[src/rtl/regfile_pkg.sv]
// Shared constants, index type and dump FSM states for the register-file dump reader.
package regfile_pkg;
  localparam int REG_WIDTH = 32;
  localparam int REG_COUNT = 32;
  localparam int REG_AW    = 5;

  typedef logic [REG_AW-1:0] reg_idx_t;

  typedef enum logic [1:0] {IDLE, READ, HOLD, FIN} dump_state_t;
endpackage

[src/rtl/dump_out_stage.sv]
// Output register stage for the dump reader: captured word, index, valid flag and handshake fire.
// With REGFILE_DUMP_CHECKSUM_EN defined it also keeps a running mod-2^WIDTH sum of transferred words.
module dump_out_stage #(
  parameter int WIDTH = 32,
  parameter int AW    = 5
) (
  input  logic             clk,
  input  logic             clr,
  input  logic             capture,
  input  logic             abort,
  input  logic             ready,
`ifdef REGFILE_DUMP_CHECKSUM_EN
  input  logic             clear_sum,
  output logic [WIDTH-1:0] checksum,
`endif
  input  logic [WIDTH-1:0] rd_data,
  input  logic [AW-1:0]    rd_addr,
  output logic [WIDTH-1:0] out_data,
  output logic [AW-1:0]    out_idx,
  output logic             out_valid,
  output logic             fire
);
  logic [WIDTH-1:0] data_reg;
  logic [AW-1:0]    idx_reg;
  logic             valid_reg;

  // An abort wins over a handshake seen in the same cycle.
  assign fire = valid_reg & ready & ~abort;

  always_ff @(posedge clk) begin
    if (!clr) begin
      data_reg  <= '0;
      idx_reg   <= '0;
      valid_reg <= 1'b0;
    end else begin
      if (capture) begin
        data_reg <= rd_data;
        idx_reg  <= rd_addr;
      end
      if (abort)        valid_reg <= 1'b0;
      else if (capture) valid_reg <= 1'b1;
      else if (fire)    valid_reg <= 1'b0;
    end
  end

`ifdef REGFILE_DUMP_CHECKSUM_EN
  logic [WIDTH-1:0] sum_reg;

  always_ff @(posedge clk) begin
    if (!clr)           sum_reg <= '0;
    else if (clear_sum) sum_reg <= '0;
    else if (fire)      sum_reg <= sum_reg + data_reg;
  end

  assign checksum = sum_reg;
`endif

  assign out_data  = data_reg;
  assign out_idx   = idx_reg;
  assign out_valid = valid_reg;
endmodule

[src/rtl/regfile_dump_reader.sv]
// Walks registers First..Last through one read port and streams them out over valid/ready.
// Optional running checksum output enabled by defining REGFILE_DUMP_CHECKSUM_EN.
module regfile_dump_reader
  import regfile_pkg::*;
#(
  parameter int WIDTH = REG_WIDTH,
  parameter int NREG  = REG_COUNT,
  parameter int AW    = REG_AW
) (
  input  logic             Clk,
  input  logic             Clr,
  input  logic             Start,
  input  logic [AW-1:0]    First,
  input  logic [AW-1:0]    Last,
  input  logic             Abort,
  output logic [AW-1:0]    Rd_addr,
  input  logic [WIDTH-1:0] Rd_data,
  output logic [WIDTH-1:0] Out_data,
  output logic [AW-1:0]    Out_idx,
  output logic             Out_valid,
  input  logic             Out_ready,
`ifdef REGFILE_DUMP_CHECKSUM_EN
  output logic [WIDTH-1:0] Checksum,
`endif
  output logic             Busy,
  output logic             Done,
  output logic             Err
);
  dump_state_t   state_reg, state_next;
  logic [AW-1:0] rd_addr_reg, rd_addr_next;
  logic [AW-1:0] last_reg, last_next;
  logic          busy_reg, done_reg, err_reg;
  logic          err_next;
  logic          capture, start_accept, abort_active, fire;

  assign abort_active = Abort & (state_reg != IDLE);

  always_comb begin
    state_next   = state_reg;
    rd_addr_next = rd_addr_reg;
    last_next    = last_reg;
    capture      = 1'b0;
    start_accept = 1'b0;
    err_next     = 1'b0;
    if (abort_active) begin
      state_next = IDLE;
    end else begin
      case (state_reg)
        IDLE: begin
          if (Start) begin
            if (First <= Last) begin
              start_accept = 1'b1;
              last_next    = Last;
              rd_addr_next = First;
              state_next   = READ;
            end else begin
              err_next = 1'b1;
            end
          end
        end
        READ: begin
          capture    = 1'b1;
          state_next = HOLD;
        end
        HOLD: begin
          // Compare before incrementing so a dump ending at the top register never wraps.
          if (fire) begin
            if (Out_idx == last_reg) begin
              state_next = FIN;
            end else begin
              if (rd_addr_reg != AW'(NREG - 1)) rd_addr_next = rd_addr_reg + AW'(1);
              state_next = READ;
            end
          end
        end
        FIN:     state_next = IDLE;
        default: state_next = IDLE;
      endcase
    end
  end

  always_ff @(posedge Clk) begin
    if (!Clr) begin
      state_reg   <= IDLE;
      rd_addr_reg <= '0;
      last_reg    <= '0;
      busy_reg    <= 1'b0;
      done_reg    <= 1'b0;
      err_reg     <= 1'b0;
    end else begin
      state_reg   <= state_next;
      rd_addr_reg <= rd_addr_next;
      last_reg    <= last_next;
      busy_reg    <= (state_next != IDLE);
      done_reg    <= (state_next == FIN);
      err_reg     <= err_next;
    end
  end

  dump_out_stage #(
    .WIDTH(WIDTH),
    .AW   (AW)
  ) u_out (
    .clk      (Clk),
    .clr      (Clr),
    .capture  (capture),
    .abort    (abort_active),
    .ready    (Out_ready),
`ifdef REGFILE_DUMP_CHECKSUM_EN
    .clear_sum(start_accept),
    .checksum (Checksum),
`endif
    .rd_data  (Rd_data),
    .rd_addr  (rd_addr_reg),
    .out_data (Out_data),
    .out_idx  (Out_idx),
    .out_valid(Out_valid),
    .fire     (fire)
  );

  assign Rd_addr = rd_addr_reg;
  assign Busy    = busy_reg;
  assign Done    = done_reg;
  assign Err     = err_reg;
endmodule

[config.mk]
export PLATFORM = sky130hd
export DESIGN_NAME = regfile_dump_reader
export DESIGN_NICKNAME = d
export VERILOG_FILES = /design/src/rtl/regfile_pkg.sv /design/src/rtl/dump_out_stage.sv /design/src/rtl/regfile_dump_reader.sv
export SDC_FILE = /design/constraint.sdc
export NUM_CORES = 1
export LEC_CHECK = 0
export ABC_AREA = 1
export BUFFER_PORTS_ARGS = -buffer_cell sky130_fd_sc_hd__buf_2
export CORE_ASPECT_RATIO = 1.1
export CORE_MARGIN = 4
export CORE_UTILIZATION = 25
export DETAILED_ROUTE_END_ITERATION = 7
export PLACE_DENSITY = 0.51
export RECOVER_POWER = 100
export SETUP_SLACK_MARGIN = 0.1
export SYNTH_ARGS = -nofsm -noshare
export SYNTH_HDL_FRONTEND = slang
export SYNTH_SLANG_ARGS = --single-unit
export TNS_END_PERCENT = 50
[constraint.sdc]
create_clock -name Clk -period 1.3 [get_ports Clk]
set_input_delay 0.13 -clock Clk [delete_from_list [all_inputs] [get_ports Clk]]
set_output_delay 0.13 -clock Clk [all_outputs]
set_load 0.1 [all_outputs]
==> Yosys cells after proc, flatten, opt, wreduce, memory -nomap -nowiden <==
Cells that the tools add are included.
{ "op_classes": {"n_lt_le_gt_ge": 1, "reduce_logical": 9, "add_sub_neg": 1, "bitwise": 7, "n_eq_ne": 11, "n_mux": 17} }
{ "ops": {"columns": ["op", "n"], "rows": [
  ["5-bit 2-to-1 mux", 5],
  ["2-bit 2-to-1 mux", 5],
  ["2-bit inequality test, second input constant", 5],
  ["5-bit case mux with 2 select lines", 1],
  ["2-bit case mux with 4 select lines", 1],
  ["2-bit nonzero test", 4],
  ["7-bit AND reduction", 1],
  ["2-bit == test, second input constant", 3],
  ["5-bit by 1-bit adder with 5-bit output, second input constant", 1],
  ["5-bit == test", 1],
  ["5-bit less-or-equal comparator", 1],
  ["1-bit 2-to-1 mux", 5],
  ["5-bit inequality test, second input constant", 1],
  ["1-bit NOT", 4],
  ["4-bit AND reduction", 1],
  ["4-bit OR reduction", 1],
  ["1-bit bitwise AND", 3],
  ["2-bit by 1-bit == test with 1-bit output, second input constant", 1],
  ["2-bit logical NOT", 1],
  ["2-bit OR reduction", 1]
]} }
{ "word_totals": {"word_cells": 55, "out_inout_bits": 46, "in_bits": 47, "ff_bits": 53} }

==> Longest topological paths before layout <==
{ "depth": {"word_depth": 8, "mapped_depth": 12, "depth_no_buf": 11} }

==> Hierarchy <==
Synthesis repeated with hierarchy kept, for this count alone.
{ "hier_totals": {"cells_unflattened": 323, "area_unflattened_um2": 2351.0} }
{ "by_module_without_submodules": {"columns": ["module", "seq_area_each_um2", "cells_per_inst", "instances", "area_each_um2"], "rows": [
  ["dump_out_stage", 760.7, 169, 1, 1382.6],
  ["regfile_dump_reader", 300.3, 154, 1, 968.4]
]} }

==> Worst setup path after synthesis <==
Ideal clock, no wire load.
{ "synth_path": {"kind": "reg-to-reg", "start": "register rd_addr_reg[0], in the netlist Rd_addr[0]", "end": "register rd_addr_reg[3], in the netlist Rd_addr[3]", "setup_slack_ns": -0.801, "setup_ns": 0.115, "required_time_ns": 1.185, "synth_period_minus_slack_ns": 2.101, "path_stages_with_launch": 10, "arrival_ns": 1.986, "path_buffers": 0, "cell_sequence": "dfxtp_1 ha_1 nand2_1 nor2_1 ha_1 nor3_4 nand2_4 nand3_1 nand2_1 nor2_1"} }
{ "synth_between": {"elab_chain_cells": 5, "word_cells_on_any_way": 8, "classes_between": "1 x add/sub; 2 x eq/ne; 4 x mux; 1 x reduce/logical"} }
{ "synth_rtl": {"columns": ["element", "line", "rtl"], "rows": [
  ["start: declaration", "regfile_dump_reader.sv:30", "logic [AW-1:0] rd_addr_reg, rd_addr_next;"],
  ["start signal: assignment", "regfile_dump_reader.sv:92", "rd_addr_reg <= rd_addr_next;"],
  ["5-bit by 1-bit adder with 5-bit output", "regfile_dump_reader.sv:71", "if (rd_addr_reg != AW'(NREG - 1)) rd_addr_next = rd_addr_reg + AW'(1);"],
  ["5-bit 2-to-1 mux", "regfile_dump_reader.sv:71", null],
  ["5-bit 2-to-1 mux", "regfile_dump_reader.sv:68", "if (Out_idx == last_reg) begin"],
  ["5-bit 2-to-1 mux", "regfile_dump_reader.sv:67", "if (fire) begin"],
  ["5-bit case mux with 2 select lines", "regfile_dump_reader.sv:48", "case (state_reg)"]
]} }
Several ways; a longest one is shown, not always the timed one. The select of a mux whose other input is x is not followed.
A chain may end at the register's enable or synchronous reset.

==> Final worst setup path <==
{ "layout_path": {"start": "register rd_addr_reg[0], in the netlist Rd_addr[0]", "end": "register rd_addr_reg[1], in the netlist Rd_addr[1]"} }
The elaborated chain is that of the path after synthesis.

==> flow_summary_export.csv <==
group,metric,value,unit
clocking,cts_num_sinks,53,
floorplan,dieArea,10950,um2
setup_path,r2r_slack,-0.11,ns
setup_path,path_cells,"ha_4, nand2_4, nor2_4, ha_4, nor3_4, nand2_4, a21oi_1, nor2_1",
global_routing,grt_overflow,0,
timing,relSlewSlack,66.01,%
timing,setup_viol,5,
finish,drive_gt1_share,49.20,%
floorplan,core-area,8964,um2
power,cellLeakagePower,1.702,nW
drt,wl_met3,395,um
floorplan,ioPinCount,93,
synthesis,ys_seq_area_share,45.47,%
floorplan,start_util,26.03,%
synthesis,async_reset_ff_share,0,%
clocking,clock_path_buffers,2,
setup_path,slowest_stage,"dfxtp_4",
synthesis,synth_xor_area_share,0.3753,%
drt,drcViolationCount,0,
synthesis,synth_top_cell_area_share,45.47,%
clocking,insertion_delay,0.30,ns
placement,gp_congestion,0.7674,
power,total_power,4.070,mW
floorplan,rows,36,
timing,rsz0062_at_grt,"true",
drt,vias,2407,
setup_path,critPathKind,"flip-flop to flip-flop",
finish,largest_reg_flops,32,
clocking,htree_levels,2,
finish,area_growth,56.46,%
timing,finalCritPeriodShare,108.7,%
synthesis,synth_edf_count,0,
synthesis,synth_seq_cells,53,
floorplan,die_h,109.3,um
setup_path,crit_family,"simple AND/OR/NAND/NOR gates",
clocking,cts-root-buf,"clkbuf_8",
timing,setup_ws,-0.1133,ns
drt,wl_met2,3.453,mm
finish,fin_util,40.73,%
synthesis,yosysWarnings,0,
timing,fin_crit,1.413,ns
placement,placedCellCount,528,
setup_path,cp_max_fo,5,
run_status,status,"complete, but fails checks",
timing,drv_slew,0,
synthesis,yosys.area.top_type,"dfxtp_1",
setup_path,slowest_delay,0.37,ns
synthesis,synth-simple-area-share,15.82,%
synthesis,syn_area_per_cell,7.479,um2
placement,dp_slack,-0.2995,ns
global_routing,grt_pass1_wl,9.770,mm
global_routing,grt_start_max_net_pins,58,
timing,holdWs,0.08773,ns
synthesis,synthMuxAreaShare,0,%
drt,drt_first_iter_violations,31,
clocking,cts_tree,"yes",
drt,ant_nets,0,
power,power_density,1115,nW/um2
synthesis,synth_compound_area_share,20.75,%
timing,finClkSkew,0.007582,ns
global_routing,grt_pass1_vias,2181,
setup_path,crit_buf_inv,0,
finish,final_cells,549,
timing,tns,-0.5537,ns
setup_path,cp_data_arrival_time,1.61,ns
drt,drt_pass1_iterations,4,
placement,post_dp_cell_area,3182,um2
synthesis,synth_cell_types,24,
finish,fill_cells,964,
synthesis,synthTopCellsByCount,"inv_1 (58), dfxtp_1 (53), a21oi_1 (50)",
clocking,clk_pin_slew,0.09,ns
floorplan,die_x,100.1,um
clocking,cts-buffers-inserted,5,
timing,hold_viol,0,
drt,wl_met1,3.212,mm
global_routing,grt_usage,10.98,%
synthesis,syn-cell-area,2333,um2
synthesis,synthCells,312,
synthesis,yosys.area_share.adder,3.753,%
drt,wl_per_cell,12.96,um
hold_path,min_path_type,"input port to flip-flop",
finish,nNetsFinal,488,
setup_path,end_kind,"flip-flop",
synthesis,synth_fp_nets,366,
finish,final_area,3651,um2
drt,avgViaCountPerCell,4.384,
flow_run,cap_violations,0,
synthesis,synth_top_family_by_area,"compound AO/OA/AOI/OAI gates",
synthesis,synth.most_common_cell,"inv_1",
synthesis,synth_ff_type,"dfxtp_1",
setup_path,crit_required,1.50,ns
timing,tightestPinTransition,0.5134,ns
global_routing,antenna_found_initial,0,
placement,io_buffers,92,
power,ir_drop,0.5195,mV
finish,antenna_cells,0,
run_status,violations,"setup timing",
timing,fmax,707.6,MHz
placement,hpwl,4.665,mm
drt,top_layer_used,"met4",
synthesis,synth_area_leaders,"dfxtp_1 (45%), a21oi_1 (11%), inv_1 (9.3%)",
setup_path,start_kind,"flip-flop",
drt,routed_wl,7.114,mm
-- placed cells by master (no fill, tap or decap), drive strengths merged --
cell type / instances
a21oi: 51
o21ai: 45
nand3: 12
clkbuf: 32
nor3: 1
ha: 7
clkinv: 1
buf: 104
xnor2: 1
nor2: 12
inv: 61
nand4: 1
nand2: 53
nor4: 1
dfxtp: 53
-- routing by layer --
layer / GRT usage, % / vias to the layer above
li1: - / 1235
met1: 13.71 / 1103
met2: 18.97 / 63
met3: 2.665 / 6
met4: 2.887 / 0
met5: 0 / -
-- worst paths after layout --
path / start / to / cells after the start
setup / recovery: Rd_addr[0] / Rd_addr[1] / 8
hold / removal: Rd_data[28] / u_out.out_data[28] / 3
hold reg to reg: u_out.out_data[11] / u_out.out_data[11] / 2
setup reg to reg: Rd_addr[0] / Rd_addr[1] / 8
-- worst min-delay path, delay by kind of cell --
family                 cells  cell delay [ns]
AO/OA/AOI/OAI              2             0.15
buffers and inverters      1             0.07
-- cell type report --
| class | count | area [um2] | share of cell area, % |
|---|---|---|---|
| tap | 114 | 142.6 | 3.907 |
| timing repair buffer | 128 | 872.1 | 23.89 |
| inverter | 62 | 237.7 | 6.511 |
| sequential | 53 | 1112 | 30.47 |
| clock buffer | 8 | 80.08 | 2.193 |
| multi-input combinational | 184 | 1206 | 33.04 |
-- report_power, final --
group / switching [mW] / total (mW) / internal (mW)
Clock: 0.514 / 0.898 / 0.384
Sequential: 0.0614 / 1.79 / 1.72
Combinational: 0.987 / 1.39 / 0.399
Total: 1.56 / 4.07 / 2.51
-- kinds of logic (layout without fill, tap and decap cells) --
family | after synthesis | after routing
AND/OR/NAND/NOR | 78 | 80
buffers and inverters | 77 | 198
flip-flops | 53 | 53
AO/OA/AOI/OAI | 96 | 96
adder cells (fa/ha/maj) | 7 | 7
XOR/XNOR | 1 | 1
-- repair_timing --
item                       4_1_cts  5_1_grt
gates resized for setup         37       94
gates cloned                     0        9
setup buffers                    0        4
setup endpoints to repair       46       64
pin swaps                        0       13
hold buffers                     0        0
(Power assumes the default switching activity.)
